[src/rtl/load_store_unit.sv]
// Load/store unit: initiator side of a word-only data memory.
// Sub-word loads extract and extend a lane; sub-word stores use read-modify-write.
module load_store_unit #(
    parameter int DM_ADDRESS = 9,
    parameter int DATA_W     = 32
) (
    input  logic                  clk,
    input  logic                  reset,
    input  logic                  req_valid,
    output logic                  req_ready,
    input  logic                  req_load,
    input  logic [2:0]            req_funct3,
    input  logic [31:0]           req_addr,
    input  logic [DATA_W-1:0]     req_wdata,
    output logic                  resp_valid,
    output logic [DATA_W-1:0]     resp_rdata,
    output logic                  resp_misaligned,
    output logic                  MemRead,
    output logic                  MemWrite,
    output logic [DM_ADDRESS-1:0] mem_a,
    output logic [DATA_W-1:0]     mem_wd,
    output logic [2:0]            mem_funct3,
    input  logic [DATA_W-1:0]     mem_rd
);

    typedef enum logic [2:0] {
        IDLE,
        RD,
        CAP,
        WR,
        RESP
    } state_t;

    state_t state, state_n;

    logic [DM_ADDRESS-1:0] addr_q;
    logic [2:0]            f3_q;
    logic                  load_q;
    logic [DATA_W-1:0]     wd_q;
    logic [DATA_W-1:0]     rdata_q;
    logic                  mis_q;

    logic                  f3_ok;
    logic                  aligned;
    logic                  err;
    logic [7:0]            byte_v;
    logic [15:0]           half_v;
    logic [DATA_W-1:0]     load_ext;
    logic [DATA_W-1:0]     merged;

    // Upper address bits wrap within the memory and are intentionally dropped.
    logic unused_addr_hi;
    assign unused_addr_hi = ^req_addr[31:DM_ADDRESS];

    always_comb begin
        f3_ok = 1'b0;
        unique case (req_funct3)
            3'b000, 3'b001, 3'b010: f3_ok = 1'b1;
            3'b100, 3'b101:         f3_ok = req_load;
            default:                f3_ok = 1'b0;
        endcase
    end

    always_comb begin
        aligned = 1'b1;
        unique case (1'b1)
            req_funct3[1:0] == 2'b01: aligned = !req_addr[0];
            req_funct3[1:0] == 2'b10: aligned = req_addr[1:0] == 2'b00;
            default:                  aligned = 1'b1;
        endcase
    end

    assign err = !f3_ok || !aligned;

    always_comb begin
        byte_v = mem_rd[7:0];
        unique case (addr_q[1:0])
            2'd0: byte_v = mem_rd[7:0];
            2'd1: byte_v = mem_rd[15:8];
            2'd2: byte_v = mem_rd[23:16];
            2'd3: byte_v = mem_rd[31:24];
            default: byte_v = mem_rd[7:0];
        endcase
        half_v = addr_q[1] ? mem_rd[31:16] : mem_rd[15:0];
    end

    always_comb begin
        load_ext = mem_rd;
        unique case (f3_q)
            3'b000:  load_ext = {{24{byte_v[7]}}, byte_v};
            3'b001:  load_ext = {{16{half_v[15]}}, half_v};
            3'b100:  load_ext = {24'b0, byte_v};
            3'b101:  load_ext = {16'b0, half_v};
            default: load_ext = mem_rd;
        endcase
    end

    // Only the addressed lane is replaced; the rest of the word is kept.
    always_comb begin
        merged = mem_rd;
        if (f3_q[0]) begin
            if (addr_q[1])
                merged[31:16] = wd_q[15:0];
            else
                merged[15:0] = wd_q[15:0];
        end else begin
            unique case (addr_q[1:0])
                2'd0: merged[7:0]   = wd_q[7:0];
                2'd1: merged[15:8]  = wd_q[7:0];
                2'd2: merged[23:16] = wd_q[7:0];
                2'd3: merged[31:24] = wd_q[7:0];
                default: merged = mem_rd;
            endcase
        end
    end

    always_comb begin
        state_n = state;
        unique case (state)
            IDLE: begin
                if (req_valid) begin
                    if (err)
                        state_n = RESP;
                    else if (req_load || req_funct3 != 3'b010)
                        state_n = RD;
                    else
                        state_n = WR;
                end
            end
            RD:      state_n = CAP;
            CAP:     state_n = load_q ? RESP : WR;
            WR:      state_n = RESP;
            RESP:    state_n = IDLE;
            default: state_n = IDLE;
        endcase
    end

    always_ff @(posedge clk) begin
        if (reset) begin
            state   <= IDLE;
            addr_q  <= '0;
            f3_q    <= '0;
            load_q  <= 1'b0;
            wd_q    <= '0;
            rdata_q <= '0;
            mis_q   <= 1'b0;
        end else begin
            state <= state_n;
            unique case (state)
                IDLE: begin
                    if (req_valid) begin
                        addr_q <= req_addr[DM_ADDRESS-1:0];
                        f3_q   <= req_funct3;
                        load_q <= req_load;
                        wd_q   <= req_wdata;
                        if (err) begin
                            rdata_q <= '0;
                            mis_q   <= 1'b1;
                        end
                    end
                end
                CAP: begin
                    if (load_q) begin
                        rdata_q <= load_ext;
                        mis_q   <= 1'b0;
                    end else begin
                        wd_q <= merged;
                    end
                end
                WR: begin
                    rdata_q <= '0;
                    mis_q   <= 1'b0;
                end
                default: ;
            endcase
        end
    end

    assign req_ready       = state == IDLE;
    assign resp_valid      = state == RESP;
    assign MemRead         = state == RD || state == CAP;
    assign MemWrite        = state == WR;
    assign mem_a           = {addr_q[DM_ADDRESS-1:2], 2'b00};
    assign mem_wd          = (state == WR) ? wd_q : '0;
    assign mem_funct3      = 3'b010;
    assign resp_rdata      = rdata_q;
    assign resp_misaligned = mis_q;

endmodule

[config.mk]
export PLATFORM = sky130hd
export DESIGN_NAME = load_store_unit
export DESIGN_NICKNAME = d
export VERILOG_FILES = /design/src/rtl/load_store_unit.sv
export SDC_FILE = /design/constraint.sdc
export NUM_CORES = 1
export LEC_CHECK = 0
export ABC_AREA = 1
export CORE_MARGIN = 3
export CORE_UTILIZATION = 25
export CTS_CLUSTER_DIAMETER = 60
export DETAILED_ROUTE_END_ITERATION = 12
export GPL_TIMING_DRIVEN = 0
export RECOVER_POWER = 25
export SLEW_MARGIN = 20
export SYNTH_ARGS = -nofsm -noshare
export SYNTH_HDL_FRONTEND = slang
export SYNTH_SLANG_ARGS = --single-unit
[constraint.sdc]
create_clock -name clk -period 2 [get_ports clk]
set_clock_uncertainty 0.2 [all_clocks]
set_input_delay 0.3 -clock clk [delete_from_list [all_inputs] [get_ports clk]]
set_output_delay 0.3 -clock clk [all_outputs]
set_load 0.02 [all_outputs]
After elaboration in Yosys (flattened, before gate mapping):

Index checks and enable logic that the tools add are counted.

* eq/ne operators: 23
* mux-type cells: 29
* reductions and logical operators: 20

Operators by type and width (count)
* 32-bit two-way mux: 7
* 32-bit one-hot mux with 4 select lines: 1
* 32-bit one-hot mux with 3 select lines: 1
* 32-bit one-hot mux with 2 select lines: 1
* 16-bit two-way mux: 3
* 8-bit two-way mux: 4
* 8-bit one-hot mux with 4 select lines: 1
* 3-bit equality test (second input constant): 5
* 3-bit one-hot mux with 4 select lines: 1
* 3-bit by 1-bit equality test with 1-bit output (second input constant): 3
* 3-bit by 2-bit equality test with 1-bit output (second input constant): 3
* 3-bit zero test: 3
* 3-bit two-way mux: 3
* 4-bit AND reduction: 2
* 2-bit equality test (second input constant): 3
* 2-bit != test (second input constant): 3
* 3-bit != test (second input constant): 2
* 5-bit AND reduction: 1
* 2-bit by 1-bit equality test with 1-bit output (second input constant): 2
* 2-bit zero test: 2
* 1-bit one-hot mux with 2 select lines: 2
* 1-bit zero test: 3
* 1-bit logical OR: 3
* 1-bit two-way mux: 3
* 10 further kinds: 10

* register bits after elaboration: 81
* output and inout port bits: 81

Depth between registers and ports, before layout:

* word-level depth: 8
* gate-level depth with buffers: 13

Least setup slack after synthesis:

Ideal clock, no wire load.

* kind: reg2out
* from: reg state[0]
* to: out mem_wd[10]
* path buffers: 1
* stages on the path, launching flop included: 6
* arrival: 1.703 ns
* path slack: -0.203 ns
* required time: 1.500 ns
* cell sequence: dfxtp_1 -> inv_1 -> nor3_1 -> inv_1 -> buf_1 -> nor2_1

* word-level cells in the longest chain between the ends: 2

RTL lines
* start: declaration: line 34 `state_t state, state_n;`
* start signal: assignment: line 148 `state <= state_n;`
* 3-bit by 2-bit equality test with 1-bit output
* net MemWrite: line 19 `output logic MemWrite,`
* 32-bit two-way mux: line 184 `assign mem_wd = (state == WR) ? wd_q : '0;`
* end: declaration: line 21 `output logic [DATA_W-1:0] mem_wd,`

The timed path passes the listed nets, and every way through them passes these cells.

Worst setup path after layout:

* from: reg state[0]
* to: out mem_wd[5]

* word-level cells in the longest chain between the ends: 2

RTL lines (line)
* 3-bit by 2-bit equality test with 1-bit output: 184
* 32-bit two-way mux: 184

No other way between the ends.

==> results.yml <==
global_routing:
  grt_usage: 0.186
  grt_max_degree: 20
  grt_first_pass_wirelength_mm: 31.6
  first_global_vias: 5568
  overflow: 0
  antenna_found_initial: 1
worst_setup_path:
  crit_type: "register to primary output"
  path_cells: "inv_2, nor3_4, clkinv_4, buf_6, nor2_1, buf_4"
  worstPathArrival_ps: 1630
  cp-start-kind: "register"
  path_depth: 6
  crit_fanout: 5
  critPathBufInv: 4
  r2r_cells: 9
  r2r-start: "state[0]$_SDFFE_PP0N_"
  required_ps: 1500
  critPathMaxStageDelay_ps: 350
  endpoint_kind: "primary output"
  startpoint: "state[0]$_SDFFE_PP0N_"
  critPathTopFamily: "buffers and inverters"
  crit_path_top_delay_cell: "dfxtp_2"
route:
  dr.pass1.iters: 5
  drc: 0
  vias: 6059
  postRouteAntennaNets: 0
  vias_per_cell: 4.76
  drt_iter0_markers: 534
  wl_per_cell_um: 16.7
  routed_wl_mm: 21.3
layout:
  fin_cells: 1274
  layout_common_cells: "nand2_1 (148), clkdlybuf4s50_1 (115), nor2_1 (104), a21oi_1 (101), o21ai_0 (85)"
  final_common_cell: "nand2_1"
  multi_input_area_um2: 2960
  final_area_um2: 7790
  final_layout_size_suffix_gt1_frac: 0.184
  seq_area_um2: 1630
  fillerInstances: 2102
  utilization: 0.398
  syn_to_final_growth_pct: 55.7
  fin_nets: 1111
clock_network:
  holdBufCountCts: 0
  cts_tree: "yes"
  cts_root_buf: "clkbuf_16"
  cts.clk_slew.worst_paths_ps: 60
  cts_sinks: 81
  htree_levels: 3
  cts_max_path_buffers: 2
  numCtsBuffers: 9
  clk_latency_ps: 350
synthesis:
  synth_top_family_by_area: "simple AND/OR/NAND/NOR gates"
  syn_area_um2: 5000
  ys_ff_latch: 81
  synthDistinctLibCells: 31
  synth_xor_area_frac: 0
  synthAdderAreaFrac: 0.00750
  synth_compound_area_frac: 0.250
  muxShareOfSynthArea: 0
  synth-edff-count: 0
  ys_async_sr_fraction: 0
  syn_area_per_cell_um2: 6.14
  synthFlopType: "dfxtp_1"
  ys_seq_area_frac: 0.324
  synthCells: 815
  ys_warn_count: 0
  synth_simple_gate_area_frac: 0.278
status:
  outcome: "finished, violations left"
  violations: "setup timing"
timing:
  worst_slack_ps: -126
  whs_ps: 108
  period_minus_slack_ps: 2130
  rsz0062_at_grt: "true"
  min_period_over_period: 1.06
  drv_slew: 0
  tightest_slew_ps: 611
  setup_viol: 32
  hold_violations: 0
  timing.fmax_ghz: 0.470
  maxSlewHeadroom: 0.593
floorplanning:
  dieWidth_um: 147
  die_h_um: 147
  fp.coreArea_um2: 19600
  die_area_um2: 21700
  pin_count: 184
  rows: 51
  start_util: 0.255
place:
  gp_congestion: 0.952
  hpwl_mm: 16.2
  io_buffers: 153
  dp.cells: 1236
  placed_area_um2: 6880
power:
  power_w: 0.00536
  power.density_nw_per_um2: 688
  p_leak_nw: 3.33
  ir_worst_vdd_uv: 372
worst_hold_path:
  hp-class: "input port to register"
  min_from: "req_valid"
  holdPathStages: 3
run:
  maxCapViolations: 0
==> routing by layer <==
layer | vias to the layer above | global-route usage | routed length, µm
li1 | 3029 | - | -
met1 | 2758 | 0.259 | 9540
met2 | 242 | 0.289 | 9560
met3 | 30 | 0.0307 | 1550
met4 | 0 | 0.0764 | 614
met5 | - | 0 | 0
==> what timing repair did <==
action | in CTS | in global routing
gates resized for setup | 217 | 123
setup endpoints to repair | 70 | 84
buffers inserted | 8 | 14
cloned | 2 | 3
pin swaps | 5 | 6
==> layout make-up <==
cell class	instances	share of cell area
repair inverters	1	0.00145
clock buffers	10	0.0307
inverters	90	0.0450
plain buffers	65	0.0541
multi-input cells	579	0.381
well taps	265	0.0426
clock inverters	4	0.00578
diodes	1	0.000321
repair buffers	178	0.231
flip-flops and latches	81	0.209
==> state kept, by name, indices dropped and copies added (netlist names) <==
name,count
addr_q,9
f3_q,3
load_q,1
resp_misaligned,1
resp_rdata,32
state,3
wd_q,32
==> cell families after synthesis <==
group                    Yosys count
AND/OR/NAND/NOR                  338
AO/OA/AOI/OAI                    233
buffers and inverters            158
flip-flops                        81
adder cells (fa/ha/maj)            3
other                              2
==> worst reg2reg max path, stage by stage, from the launching register on <==
cell	delay [ps]
dfxtp_2	350
buf_4	130
nor2_4	40
inv_2	70
nor2_4	40
nand2_1	200
clkbuf_1	360
buf_2	310
nand2_1	80
a21oi_1	140
==> path summary, 6_finish.rpt <==
path,endpoint,slack (ps)
setup / recovery,mem_wd[5],-130
setup reg to reg,addr_q[4]$_SDFFE_PP0P_,10
hold / removal,addr_q[2]$_SDFFE_PP0P_,110
hold reg to reg,addr_q[2]$_SDFFE_PP0P_,260
==> synth_stat cells (3+ instances only) <==
| cell type | number | area share |
|---|---|---|
| clkbuf_1 | 29 | 0.022 |
| o2111ai_1 | 3 | 0.0053 |
| dfxtp_1 | 81 | 0.32 |
| o21ai_1 | 5 | 0.0050 |
| a31oi_1 | 19 | 0.024 |
| nand4_1 | 21 | 0.026 |
| buf_1 | 3 | 0.0023 |
| o211ai_1 | 10 | 0.015 |
| inv_2 | 8 | 0.0060 |
| buf_4 | 18 | 0.027 |
| o22ai_1 | 3 | 0.0038 |
| ha_1 | 3 | 0.0075 |
| inv_1 | 82 | 0.062 |
| nand2_1 | 152 | 0.11 |
| o21ai_0 | 85 | 0.085 |
| buf_2 | 16 | 0.016 |
| nor3_1 | 3 | 0.0030 |
| nand3_1 | 14 | 0.014 |
| nor2_2 | 4 | 0.0050 |
| nor2_1 | 138 | 0.10 |
| a21oi_1 | 102 | 0.10 |
| a211oi_1 | 3 | 0.0045 |
==> power by group <==
| group | total [W] | leakage (nW) | switching (W) | internal (W) |
|---|---|---|---|---|
| sequential | 0.00188 | 0.667 | 0.000104 | 0.00178 |
| clock | 0.00165 | 0.144 | 0.000672 | 0.000981 |
| combinational | 0.00182 | 2.52 | 0.00110 | 0.000720 |
| total | 0.00536 | 3.33 | 0.00188 | 0.00348 |
==> stage by stage <==
step | setup TNS [ps] | setup slack, ps
6_report | -3170 | -126
5_1_grt | -5290 | -163
4_1_cts | -1520 | -107
3_5_place_dp | -27990 | -595
3_3_place_gp | -28200 | -624
2_1_floorplan | 0 | 27.8
(Power assumes the default switching activity.)
